**src/rtl/tcp_tx_ptr_rd_arb.sv**
```systemverilog
// tcp_tx_ptr_rd_arb: round-robin arbiter that shares one TX pointer-memory read
// port between the app-side pointer tile (port 0) and the TCP TX engine
// (port 1). A small tag FIFO records which port issued each read, so that
// in-order memory responses can be routed back to the right port.

`ifndef FLOW_ID_W
`define FLOW_ID_W 8
`endif
`ifndef PAYLOAD_PTR_W
`define PAYLOAD_PTR_W 16
`endif

module tcp_tx_ptr_rd_arb #(
  parameter int TAG_DEPTH = 4
) (
  input  logic                        clk,
  input  logic                        rst_n,

  input  logic                        rd0_req_val,
  input  logic [`FLOW_ID_W-1:0]       rd0_req_flowid,
  output logic                        rd0_req_rdy,
  output logic                        rd0_resp_val,
  output logic [`FLOW_ID_W-1:0]       rd0_resp_flowid,
  output logic [`PAYLOAD_PTR_W:0]     rd0_resp_data,
  input  logic                        rd0_resp_rdy,

  input  logic                        rd1_req_val,
  input  logic [`FLOW_ID_W-1:0]       rd1_req_flowid,
  output logic                        rd1_req_rdy,
  output logic                        rd1_resp_val,
  output logic [`FLOW_ID_W-1:0]       rd1_resp_flowid,
  output logic [`PAYLOAD_PTR_W:0]     rd1_resp_data,
  input  logic                        rd1_resp_rdy,

  output logic                        mem_rd_req_val,
  output logic [`FLOW_ID_W-1:0]       mem_rd_req_flowid,
  input  logic                        mem_rd_req_rdy,
  input  logic                        mem_rd_resp_val,
  input  logic [`FLOW_ID_W-1:0]       mem_rd_resp_flowid,
  input  logic [`PAYLOAD_PTR_W:0]     mem_rd_resp_data,
  output logic                        mem_rd_resp_rdy,

  output logic [$clog2(TAG_DEPTH):0]  outstanding_cnt,
  output logic                        err_unexp_resp
);

  localparam int PW    = $clog2(TAG_DEPTH);
  localparam int CNT_W = PW + 1;

  logic             rr_q, rr_d;
  logic [CNT_W-1:0] cnt_q, cnt_d;
  logic [PW-1:0]    wr_ptr_q, rd_ptr_q;
  logic             tag_q [TAG_DEPTH];
  logic             err_q, err_d;

  logic full, empty;
  logic grant_id;
  logic push, pop;
  logic head_tag;

  assign full  = (cnt_q == CNT_W'(TAG_DEPTH));
  assign empty = (cnt_q == '0);

  // Request arbitration: lone requester wins, ties go to the round-robin favourite.
  always_comb begin
    grant_id          = 1'b0;
    rd0_req_rdy       = 1'b0;
    rd1_req_rdy       = 1'b0;
    mem_rd_req_val    = 1'b0;
    mem_rd_req_flowid = rd0_req_flowid;
    rr_d              = rr_q;
    if (rd0_req_val && rd1_req_val) begin
      grant_id = rr_q;
    end else begin
      grant_id = rd1_req_val;
    end
    mem_rd_req_val    = ~full & (rd0_req_val | rd1_req_val);
    mem_rd_req_flowid = grant_id ? rd1_req_flowid : rd0_req_flowid;
    rd0_req_rdy       = mem_rd_req_val & ~grant_id & mem_rd_req_rdy;
    rd1_req_rdy       = mem_rd_req_val &  grant_id & mem_rd_req_rdy;
    push              = mem_rd_req_val & mem_rd_req_rdy;
    if (push) begin
      rr_d = ~grant_id;
    end
  end

  assign head_tag = tag_q[rd_ptr_q];

  // Response routing: the FIFO head names the owner of the next response.
  // With no tag outstanding, responses are swallowed and flagged.
  always_comb begin
    rd0_resp_val    = 1'b0;
    rd1_resp_val    = 1'b0;
    mem_rd_resp_rdy = 1'b1;
    err_d           = err_q;
    pop             = 1'b0;
    if (!empty) begin
      rd0_resp_val    = mem_rd_resp_val & ~head_tag;
      rd1_resp_val    = mem_rd_resp_val &  head_tag;
      mem_rd_resp_rdy = head_tag ? rd1_resp_rdy : rd0_resp_rdy;
      pop             = mem_rd_resp_val & mem_rd_resp_rdy;
    end else if (mem_rd_resp_val) begin
      err_d = 1'b1;
    end
  end

  assign rd0_resp_flowid = mem_rd_resp_flowid;
  assign rd1_resp_flowid = mem_rd_resp_flowid;
  assign rd0_resp_data   = mem_rd_resp_data;
  assign rd1_resp_data   = mem_rd_resp_data;

  assign cnt_d = cnt_q + CNT_W'(push) - CNT_W'(pop);

  // Arbiter pointer, tag FIFO pointers/count and sticky error flag.
  always_ff @(posedge clk or negedge rst_n) begin
    if (!rst_n) begin
      rr_q     <= 1'b0;
      cnt_q    <= '0;
      wr_ptr_q <= '0;
      rd_ptr_q <= '0;
      err_q    <= 1'b0;
    end else begin
      rr_q  <= rr_d;
      cnt_q <= cnt_d;
      err_q <= err_d;
      if (push) wr_ptr_q <= wr_ptr_q + 1'b1;
      if (pop)  rd_ptr_q <= rd_ptr_q + 1'b1;
    end
  end

  // Tag storage: one bit per in-flight read naming the issuing port.
  always_ff @(posedge clk or negedge rst_n) begin
    if (!rst_n) begin
      for (int i = 0; i < TAG_DEPTH; i++) tag_q[i] <= 1'b0;
    end else if (push) begin
      tag_q[wr_ptr_q] <= grant_id;
    end
  end

  assign outstanding_cnt = cnt_q;
  assign err_unexp_resp  = err_q;

endmodule
```
**config.mk**
```make
export PLATFORM = sky130hd
export DESIGN_NAME = tcp_tx_ptr_rd_arb
export DESIGN_NICKNAME = d
export VERILOG_FILES = /design/src/rtl/tcp_tx_ptr_rd_arb.sv
export SDC_FILE = /design/constraint.sdc
export NUM_CORES = 1
export LEC_CHECK = 0
export BUFFER_PORTS_ARGS = -buffer_cell sky130_fd_sc_hd__buf_2
export CAP_MARGIN = 10
export CELL_PAD_IN_SITES_DETAIL_PLACEMENT = 2
export CELL_PAD_IN_SITES_GLOBAL_PLACEMENT = 2
export CORE_UTILIZATION = 18
export CTS_CLUSTER_DIAMETER = 150
export DETAILED_ROUTE_END_ITERATION = 8
export HOLD_SLACK_MARGIN = 0.06
export PLACE_DENSITY = 0.8
export RECOVER_POWER = 50
export SLEW_MARGIN = 40
export SYNTH_ARGS = -nofsm -noshare
export SYNTH_HDL_FRONTEND = slang
export SYNTH_SLANG_ARGS = --single-unit
```
**constraint.sdc**
```tcl
create_clock -name clk -period 3.3 [get_ports clk]
set_clock_uncertainty 0.05 [all_clocks]
set_input_delay 0.495 -clock clk [delete_from_list [all_inputs] [get_ports clk]]
set_output_delay 0.495 -clock clk [all_outputs]
set_load 0.01 [all_outputs]
```
==> results.toml <==
[run_status]
run_status = "complete, but fails checks"
violations = "design-rule violations"

[placement]
gp_congestion = 0.7336
place_hpwl_mm = 2.006
io_buffers = 41

[synth]
yosysSeqAreaShare_pct = 26.53
ys_seq_elements = 13
syn-num-nets = 184
yosys_warnings = 0
synth.distinct_cells = 24
netlist_top_cells_area = "buf_4 (31%), dfrtp_1 (27%), mux2_2 (8.3%)"
netlist_area_mm2 = 0.001226
synth_top_area_share_pct = 30.61
syn_inst = 128
syn_area_per_cell_um2 = 9.580
yosysTopAreaCell = "buf_4"

[routing]
firstDrtPassIters = 6
wirelength_mm = 2.390
antenna_left = 0
routedWlPerCell_um = 11.95
vias = 762
drt_iter0_drc = 34
drcViolationCount = 6
via_per_inst = 3.810

[setup_path]
path_common_cell = "mux2i_1"
startpoint_type = "flop"
required_ns = 3.42
worst-setup-path-type = "flop to flop"
cp_top_family = "adder cells"
cp-end-kind = "flop"
crit_chain = "mux2i_1 -> mux2i_1 -> mux2i_1 -> nor2_1 -> ha_1 -> inv_1 -> ha_1 -> fa_1 -> xnor2_1 -> xnor2_1"
critPathMaxStageDelay_ns = 0.42
cpMaxStageDelayCell = "dfrtp_1"
path_buf_inv = 1
crit_arrival_ns = 2.61
path_max_fanout = 3

[clock_network]
cts_tree = "built"
cts_sinks = 13
ctsHoldBuffers = 0
numCtsBuffers = 3
cts_max_path_buffers = 2
post_cts_resized = 0
post-cts-setup-buffers = 0
cts.clk_slew.worst_paths_ns = 0.06
insertion_delay_ns = 0.24
htree_levels = 1
clockRootBuffer = "clkbuf_8"

[timing]
rsz0062_at_grt = "no"
slew_violations = 0
setup_tns_ns = 0
hold_violations = 0
tightest_slew_ns = 0.7238
fmax_mhz = 400.8
period_minus_slack_ns = 2.495
relSlewSlack_pct = 51.74
setup_viol = 0
post-route-period-util_pct = 75.60

[global_routing]
use_met3_pct = 2.950
grt_remaining_overflow = 0
antenna_found_initial = 0
grt_usage_pct = 7.420
grt_pass1_wl_mm = 4.008
grt_pass1_vias = 875
busiest_layer = "met2"
grtUsageMet2_pct = 12.12
grt_max_degree = 14
grt_use_met1_pct = 7.757

[finish]
area_delta_synth_final_pct = -2.551
fin_nets = 180
n_antenna_cell = 0
drive_gt1_share_pct = 48.78

[pwr]
power.density_mw_per_mm2 = 765.3
ir_drop_mv = 0.1698
leakage_nw = 0.6016
power.total_w = 0.0009145

[floorplanning]
die_height_um = 84.54
die_area_mm2 = 0.007146
io_pins = 117
die_x_um = 84.54
rows = 29
core-area_mm2 = 0.006459
initial_core_util_pct = 18.98

[job]
max_cap_viol_count = 0

[hold_path]
hp-class = "input port to async pin"
==> final timing paths <==
kind	start	end	slack, ns	depth (start not counted)
setup / recovery	rd_ptr_q[1]$_DFFE_PN0P_	outstanding_cnt[2]$_DFF_PN0_	0.81	10
hold / removal	rst_n	rd_ptr_q[0]$_DFFE_PN0P_	0.23	1
setup reg to reg	rd_ptr_q[1]$_DFFE_PN0P_	outstanding_cnt[2]$_DFF_PN0_	0.81	10
hold reg to reg	err_unexp_resp$_DFFE_PN0P_	err_unexp_resp$_DFFE_PN0P_	0.42	1
max in group asynchronous	rst_n	rr_q$_DFFE_PN0N_	2.51	1
min in group clk	err_unexp_resp$_DFFE_PN0P_	err_unexp_resp$_DFFE_PN0P_	0.42	1
==> cells in the mapped netlist, drive strengths merged <==
master  instances
a211oi          1
a21boi          1
a21oi           2
and2            1
buf            52
dfrtp          13
fa              1
ha              6
inv             9
mux2           12
mux2i           6
nand2           7
nor2            6
nor2b           1
nor3b           1
o21ai           2
o21bai          1
o31ai           1
or3             1
xnor2           3
xor2            1
==> cell families (layout without fill, tap and decap cells) <==
group / after synthesis / in the layout / share of synthesized area (%)
compound gates: 8 / 8 / 4.796
buf+inv: 61 / 56 / 34.69
flops: 13 / 13 / 26.53
mux: 18 / 18 / 16.84
fa+ha+maj: 7 / 7 / 7.755
xor+xnor: 4 / 4 / 2.858
simple gates: 17 / 17 / 6.532
==> registers in the layout (all words and copies together), names as in the netlist <==
signal / cells
err_unexp_resp: 1
wr_ptr_q: 2
rr_q: 1
rd_ptr_q: 2
tag_q: 4
outstanding_cnt: 3
==> report_power, final <==
part,total [W],leakage [nW],switching (W),internal [W]
Combinational,0.000458,0.427,0.000225,0.000232
Sequential,0.000312,0.152,0.0000721,0.000240
Clock,0.000145,0.0228,0.0000597,0.0000853
==> cell usage in the layout, fill, tap and decap left out <==
cell type  count
and2_1         1
nor3b_2        1
or3_1          1
xnor2_1        3
o21ai_0        2
nand2_1        7
buf_2         40
nor2_1         6
a211oi_2       1
o21bai_1       1
mux2i_1        6
clkbuf_8       3
xor2_1         1
fa_1           1
clkbuf_1       2
a21oi_1        2
ha_1           6
mux2_4         3
buf_4          2
nor2b_1        1
a21boi_2       1
inv_1          9
mux2_2         9
o31ai_1        1
dfrtp_1       13
==> layout make-up <==
type                            instances  area (µm²)
Clock buffer                            4       45.04
Multi-Input combinational cell         54       475.5
Timing Repair Buffer                   43       219.0
Sequential cell                        13       325.3
Inverter                                9       33.78
Tap cell                               77       96.34
Fill cell                             772        5264
==> stage by stage <==
step / utilization (%) / hold slack, ns / instance area, µm² / setup WS (ns) / std cells
floorplan: - / 0.1494 / 1226 / 0.9491 / 128
global placement: 17.82 / 0.3553 / 1151 / 0.8506 / 196
detailed placement: 17.82 / 0.3625 / 1151 / 0.7902 / 196
CTS: 18.52 / 0.09195 / 1196 / 0.7587 / 200
global route: 18.50 / 0.2974 / 1195 / 0.5429 / 200
finish: 18.50 / 0.2299 / 1195 / 0.8051 / 200
==> routing by layer <==
metal	share of wire [%]	routed length (µm)
met5	0	0
met3	10	238
met4	1.6	39
met1	40	956
met2	48	1156
Power figures use the tool's default switching activity.
